### src/rtl/fft_real_loader.sv
// Real-sample input stage: packs even/odd sample pairs into complex words and
// writes a 64-word frame into buffer port A. Define FFT_LOADER_BITREV_EN for bit-reversed addressing.
module fft_real_loader #(
    parameter int unsigned WIDTH = 32
) (
    input  logic                 Clk,
    input  logic                 Rst,
    input  logic                 In_Valid,
    output logic                 In_Ready,
    input  logic [WIDTH-1:0]     In_Data,
    input  logic                 In_Last,
    output logic                 Ram_En,
    output logic                 Ram_We,
    output logic [5:0]           Ram_Addr,
    output logic [2*WIDTH-1:0]   Ram_DI,
    output logic                 Frame_Done,
    input  logic                 Frame_Ack,
    output logic                 Frame_Err
);

    typedef enum logic [1:0] {
        LOAD_EVEN = 2'd0,
        LOAD_ODD  = 2'd1,
        WAIT_ACK  = 2'd2
    } state_t;

    state_t               state_q, state_d;
    logic [6:0]           s_q, s_d;
    logic [5:0]           p_q, p_d;
    logic [WIDTH-1:0]     hold_q, hold_d;
    logic                 wr_q, wr_d;
    logic [5:0]           addr_q, addr_d;
    logic [2*WIDTH-1:0]   di_q, di_d;
    logic                 done_q, done_d;
    logic                 err_q, err_d;
    logic                 ready;
    logic                 accept;

`ifdef FFT_LOADER_BITREV_EN
    function automatic logic [5:0] pair_addr(input logic [5:0] v);
        return {v[0], v[1], v[2], v[3], v[4], v[5]};
    endfunction
`else
    function automatic logic [5:0] pair_addr(input logic [5:0] v);
        return v;
    endfunction
`endif

    assign ready  = (state_q != WAIT_ACK);
    assign accept = In_Valid & ready;

    always_comb begin
        state_d = state_q;
        s_d     = s_q;
        p_d     = p_q;
        hold_d  = hold_q;
        wr_d    = 1'b0;
        addr_d  = addr_q;
        di_d    = di_q;
        done_d  = 1'b0;
        err_d   = err_q;

        // Framing check is independent of state; counting proceeds regardless.
        if (accept) begin
            s_d = s_q + 7'd1;
            if (In_Last != (s_q == 7'd127))
                err_d = 1'b1;
        end

        case (state_q)
            LOAD_EVEN: begin
                if (accept) begin
                    hold_d  = In_Data;
                    state_d = LOAD_ODD;
                end
            end
            LOAD_ODD: begin
                if (accept) begin
                    wr_d   = 1'b1;
                    addr_d = pair_addr(p_q);
                    di_d   = {hold_q, In_Data};
                    p_d    = p_q + 6'd1;
                    if (p_q == 6'd63) begin
                        done_d  = 1'b1;
                        state_d = WAIT_ACK;
                    end else begin
                        state_d = LOAD_EVEN;
                    end
                end
            end
            WAIT_ACK: begin
                if (Frame_Ack) begin
                    p_d     = '0;
                    s_d     = '0;
                    state_d = LOAD_EVEN;
                end
            end
            default: state_d = LOAD_EVEN;
        endcase
    end

    always_ff @(posedge Clk) begin
        if (Rst) begin
            state_q <= LOAD_EVEN;
            s_q     <= '0;
            p_q     <= '0;
            hold_q  <= '0;
            wr_q    <= 1'b0;
            addr_q  <= '0;
            di_q    <= '0;
            done_q  <= 1'b0;
            err_q   <= 1'b0;
        end else begin
            state_q <= state_d;
            s_q     <= s_d;
            p_q     <= p_d;
            hold_q  <= hold_d;
            wr_q    <= wr_d;
            addr_q  <= addr_d;
            di_q    <= di_d;
            done_q  <= done_d;
            err_q   <= err_d;
        end
    end

    // Outputs are forced to their reset values for every cycle Rst is high,
    // including the first one, before the registers have been cleared.
    assign In_Ready   = ready & ~Rst;
    assign Ram_En     = wr_q & ~Rst;
    assign Ram_We     = wr_q & ~Rst;
    assign Ram_Addr   = Rst ? '0 : addr_q;
    assign Ram_DI     = Rst ? '0 : di_q;
    assign Frame_Done = done_q & ~Rst;
    assign Frame_Err  = err_q & ~Rst;

endmodule

### config.mk
export PLATFORM = sky130hd
export DESIGN_NAME = fft_real_loader
export DESIGN_NICKNAME = d
export VERILOG_FILES = /design/src/rtl/fft_real_loader.sv
export SDC_FILE = /design/constraint.sdc
export NUM_CORES = 1
export LEC_CHECK = 0
export CELL_PAD_IN_SITES_DETAIL_PLACEMENT = 1
export CELL_PAD_IN_SITES_GLOBAL_PLACEMENT = 2
export CORE_UTILIZATION = 33
export CTS_BUF_LIST = sky130_fd_sc_hd__clkbuf_2 sky130_fd_sc_hd__clkbuf_4 sky130_fd_sc_hd__clkbuf_8
export DETAILED_ROUTE_END_ITERATION = 12
export PLACE_DENSITY_LB_ADDON = 0.3
export SLEW_MARGIN = 20
export SYNTH_ARGS = -nofsm -noshare
export SYNTH_HDL_FRONTEND = slang
export SYNTH_SLANG_ARGS = --single-unit
### constraint.sdc
create_clock -name Clk -period 3.08 [get_ports Clk]
set_input_delay 0.462 -clock Clk [delete_from_list [all_inputs] [get_ports Clk]]
set_output_delay 0.462 -clock Clk [all_outputs]
set_load 0.03 [all_outputs]
Yosys cells after proc, flatten, opt, wreduce, memory -nomap -nowiden
Index checks and enable logic that the tools add are counted.

Word-level logic and storage cells: 52. Output and inout port bits: 75. Register bits after elaboration: 120.

Mux-type cells: 15. Bitwise gates (word level): 8. Reduce and logical (&&, ||, !) cells: 9. Equality and inequality tests: 9. Add/sub/neg operators: 2.

Operators by type and width (count): $mux W64 (1); $mux W7 (3); $mux W6 (3); $pmux W6 S2 (1); $mux W2 (4); $ne A2 B2 Y1 const B (4); $add A7 B1 Y7 const B (1); $eq A7 B7 Y1 const B (1); $add A6 B1 Y6 const B (1); $eq A6 B6 Y1 const B (1); $pmux W2 S3 (1); $reduce_and A2 Y1 (3); $reduce_and A3 Y1 (2); $and A1 B1 Y1 (5); $not A1 Y1 (3); $reduce_or A3 Y1 (1); $eq A2 B1 Y1 const B (1); $eq A2 B2 Y1 const B (1); $logic_not A2 Y1 (1); $mux W1 (2); $reduce_bool A2 Y1 (1); $reduce_or A2 Y1 (1); $ne A1 B1 Y1 (1).

Logic depth before layout (Yosys ltp)
Depth after elaboration: 5. Gate-level depth with buffers: 5. Depth with buffers taken out: 5.

Worst setup path before layout
No wires, ideal clock.

Path kind: input port to output port. Start point: in Rst. End point: out Ram_We. Data required time: 2.618 ns. Arrival time: 1.525 ns. Setup slack: 1.093 ns. Cell stages on the path: 4. Cell sequence: buf_2 > buf_2 > nor2b_1 > buf_4.

Cells in the longest elaborated chain, start to end: 2.

RTL lines: start, declared (RTL line 7) `input logic Rst,`; $not A1 Y1; $and A1 B1 Y1; end, declared (RTL line 13) `output logic Ram_We,`.

Every way passes these cells.

Worst setup path after layout
Start point: reg state_q[0]. End point: out In_Ready.

Cells in the longest elaborated chain, start to end: 2.

RTL lines: start, declared (RTL line 27) `state_t state_q, state_d;`; start signal, assigned (RTL line 114) `state_q <= state_d;`; $ne A2 B2 Y1 (RTL line 49) `assign ready = (state_q != WAIT_ACK);`; $and A1 B1 Y1 (RTL line 128) `assign In_Ready = ready & ~Rst;`; end, declared (RTL line 9) `output logic In_Ready,`.

Every way passes these cells.

==> results_tabular.tex <==
\begin{tabular}{lr}
\hline
Metric & Value \\
\hline
\multicolumn{2}{l}{\textbf{Clock tree}} \\
\quad Num Clock Sinks & 120 \\
\quad Maximum buffer depth of the clock tree & 2 \\
\quad Post-CTS Resized & 0 \\
\quad Number of levels in the clock H-tree & 4 \\
\quad Clock transition at the registers of the reported paths & 0.06 ns \\
\quad Root buffer cell & sky130\_fd\_sc\_hd\_\_clkbuf\_8 \\
\quad CTS Hold Bufs & 0 \\
\quad Clock latency reported for the late side of the worst-skew pair & between 0.4 and 0.5 ns \\
\quad Clock tree from TritonCTS & yes \\
\quad Number of CTS-inserted buffers & 17 \\
\quad \# Post-CTS Setup Buffers & 0 \\
\multicolumn{2}{l}{\textbf{Detailed routing}} \\
\quad Via density per instance & 4.87 \\
\quad Number of optimization iterations in the first detailed-route pass & 4 \\
\quad Post-route DRC & 0 \\
\quad Final wirelength & roughly 12 mm \\
\quad Routed length per instance & 15.3 µm \\
\quad Number of design-rule violations left by the first detailed-router iteration & 127 \\
\quad Remaining antenna violation count after routing & 0 \\
\quad Via total after detailed routing & 3685 \\
\multicolumn{2}{l}{\textbf{Layout}} \\
\quad Most common cell after layout, fill and taps aside & sky130\_fd\_sc\_hd\_\_dfxtp\_1 \\
\quad Post-layout net count & $\sim$610 \\
\quad Fraction of final layout cells sized beyond drive strength 1 & 0.0793 \\
\quad Leading cell types in the layout, fill and taps excluded & sky130\_fd\_sc\_hd\_\_dfxtp\_1, sky130\_fd\_sc\_hd\_\_clkdlybuf4s50\_1, sky130\_fd\_sc\_hd\_\_nor2b\_1, sky130\_fd\_sc\_hd\_\_o22a\_1, sky130\_fd\_sc\_hd\_\_nand2\_1 \\
\quad Area growth syn-to-layout & 36.2\% \\
\quad Antenna diodes & 0 \\
\quad Final core utilization & 0.461 \\
\multicolumn{2}{l}{\textbf{Floorplanning}} \\
\quad Starting utilization of the core area & 0.338 \\
\quad Width of the chip & 119 µm \\
\quad Area of the die & 0.0140 mm² \\
\quad Die Y-Extent & 119 µm \\
\quad Core Footprint & 0.0132 mm² \\
\quad Top-Level Pins & 112 \\
\quad Placement row count & 42 \\
\multicolumn{2}{l}{\textbf{Logic synthesis}} \\
\quad Synth Flop Type & sky130\_fd\_sc\_hd\_\_dfxtp\_1 \\
\quad Distinct cells, synth & 32 \\
\quad Library cell with the largest summed area after synthesis & sky130\_fd\_sc\_hd\_\_dfxtp\_1 \\
\quad Number of warnings reported in the yosys synthesis log & 0 \\
\quad Post-Syn Instances & 467 \\
\quad Post-synth ARST share & 0 \\
\quad Summed instance area of the synthesized netlist & 0.00448 mm² \\
\quad Register bit total from synthesis & 120 \\
\quad Top cells by area, synth & sky130\_fd\_sc\_hd\_\_dfxtp\_1, sky130\_fd\_sc\_hd\_\_o22a\_1, sky130\_fd\_sc\_hd\_\_nor2b\_1 \\
\quad Syn nets & between 500 and 600 \\
\quad Area share of the largest cell type after synthesis & 0.536 \\
\quad Syn\_area\_per\_cell & 9.59 µm² \\
\quad Part of the Yosys area used for sequential elements & 0.536 \\
\quad Number of flops mapped to enable cells by yosys & 0 \\
\multicolumn{2}{l}{\textbf{Global route}} \\
\quad Number of antenna violations at the first check in global routing & 0 \\
\quad Vias in the first global route & 3816 \\
\quad Gr usage total & 0.172 \\
\quad Overall overflow remaining after global route & 0 \\
\quad First-pass GRT wire length & 19.1 mm \\
\quad Largest net degree at the start of global routing & 53 \\
\multicolumn{2}{l}{\textbf{Worst hold path}} \\
\quad Hold/Removal Path Class & primary input to register \\
\quad Origin of the worst min-delay path & Rst \\
\multicolumn{2}{l}{\textbf{Setup path}} \\
\quad Worst reg2reg startpoint & state\_q[0]\$\_SDFFE\_PP0P\_ \\
\quad Worst Setup End Kind & output pin \\
\quad Critical path start-end classification & register to output pin \\
\quad Required time at the worst-slack endpoint & 2.62 ns \\
\quad Launch point of the worst path & state\_q[0]\$\_SDFFE\_PP0P\_ \\
\quad Worst-path fanout max & 9 \\
\quad Worst setup SP type & register \\
\quad Arrival time worst endpoint & approximately 2.1 ns \\
\multicolumn{2}{l}{\textbf{Timing}} \\
\quad Max Fclk & 387 MHz \\
\quad Fin crit share & 0.838 \\
\quad Worst-case headroom to the max-slew limit & 0.471 \\
\quad Min Clock Period, post-route & roughly 2.6 ns \\
\quad Total setup violations reported at the end of the flow & 0 \\
\quad Worst-margin pin slew & 0.793 ns \\
\quad Least setup slack across all paths after layout & $\sim$0.50 ns \\
\quad Final max-slew violation count & 0 \\
\quad Worst Clk Skew & 0.00543 ns \\
\quad Setup\_tns & 0 ns \\
\quad Final number of hold-violating endpoints & 0 \\
\quad Unrepaired setup endpoints after global routing & no \\
\multicolumn{2}{l}{\textbf{Power}} \\
\quad Fraction of power spent switching nets & 0.254 \\
\quad Power density cells & 564 mW/mm² \\
\quad Max rail drop VDD & 0.209 mV \\
\quad Design internal power & roughly 2.6 mW \\
\quad Relative contribution of sequential cells to total power & 0.490 \\
\quad Clock network fraction of total power & 0.369 \\
\quad Leakage power of the design & 2.34 nW \\
\quad Fraction of power consumed by combinational cells & 0.140 \\
\quad Psw & just under 900 µW \\
\multicolumn{2}{l}{\textbf{Placed design}} \\
\quad Post-place setup slack & 0.623 ns \\
\quad Detailed Place HPWL & approximately 7.6 mm \\
\quad Count of input and output buffers & 111 \\
\quad Global placer's final weighted congestion & 0.731 \\
\multicolumn{2}{l}{\textbf{Flow run}} \\
\quad Max Cap Viol & 0 \\
\multicolumn{2}{l}{\textbf{Status}} \\
\quad Status & finished clean \\
\hline
\end{tabular}
[worst max-delay path, cell delays in order (launching register included)]
cell and delay (ns):
sky130_fd_sc_hd__dfxtp_1 0.47, sky130_fd_sc_hd__nand2b_1 0.36, sky130_fd_sc_hd__nor2b_1 0.18, sky130_fd_sc_hd__clkdlybuf4s50_1 0.67
[power groups by stage]
stage / registers, mW / logic (mW) / clock network [mW]
finish: 1.69 / 0.483 / 1.27
global route: 1.70 / 0.523 / 1.39
CTS: 1.69 / 0.493 / 1.31
detailed placement: 1.72 / 0.491 / 0
global placement: 1.72 / 0.479 / 0
floorplan: 1.71 / 0.296 / 0
[logic make-up after synthesis]
kind of cell	Yosys count	synth area share
fa+ha+maj	2	0.00558
xor+xnor	10	0.0195
buf+inv	38	0.0391
flops	120	0.536
simple gates	184	0.212
compound gates	112	0.185
mux	1	0.00223
[synth_stat cells, types with 4 or more instances]
master and instances:
sky130_fd_sc_hd__dfxtp_1 120, sky130_fd_sc_hd__nor2b_1 74, sky130_fd_sc_hd__o22a_1 70, sky130_fd_sc_hd__nand2_1 69, sky130_fd_sc_hd__a21oi_1 37, sky130_fd_sc_hd__buf_2 23
sky130_fd_sc_hd__nor2_1 14, sky130_fd_sc_hd__clkbuf_1 12, sky130_fd_sc_hd__nand3_1 8, sky130_fd_sc_hd__xor2_1 6, sky130_fd_sc_hd__xnor2_1 4
[final timing paths]
path	slack, ns	cells after the start	to
min reg2reg	0.46	2	hold_q[28]$_SDFFE_PP0P_
max reg2reg	1.39	5	p_q[5]$_SDFFE_PP0P_
max	0.50	3	In_Ready
min	0.38	2	hold_q[10]$_SDFFE_PP0P_
[final cells by class]
class,instances,area (µm²)
fillers,1533,7140
flip-flops and latches,120,2400
multi-input cells,309,1920
repair buffers,121,1210
clock buffers,27,340
well taps,176,220
clock inverters,3,15.0
[metal layers]
layer  wire (µm)  up-vias  GRT usage
met5           0        -          0
li1            -     1801          -
met1        5240     1791      0.205
met4         146        0     0.0617
met3         514       13     0.0560
met2        5680       80      0.290
[sequential cells by signal, indices dropped and copies added (netlist names)]
register	cells
hold_q	32
di_q	64
wr_q	1
p_q	6
done_q	1
state_q	2
s_q	7
err_q	1
addr_q	6
[per-stage QoR]
step                      instance area, µm²  instances  power, mW  hold WS [ns]
after floorplan                         4480        467       2.01         0.437
after global placement                  5750        726       2.20         0.442
after detailed placement                5750        726       2.21         0.451
after CTS                               6100        756       3.49         0.333
after global routing                    6100        756       3.62         0.359
final                                   6100        756       3.44         0.377
Power figures use the tool's default switching activity.
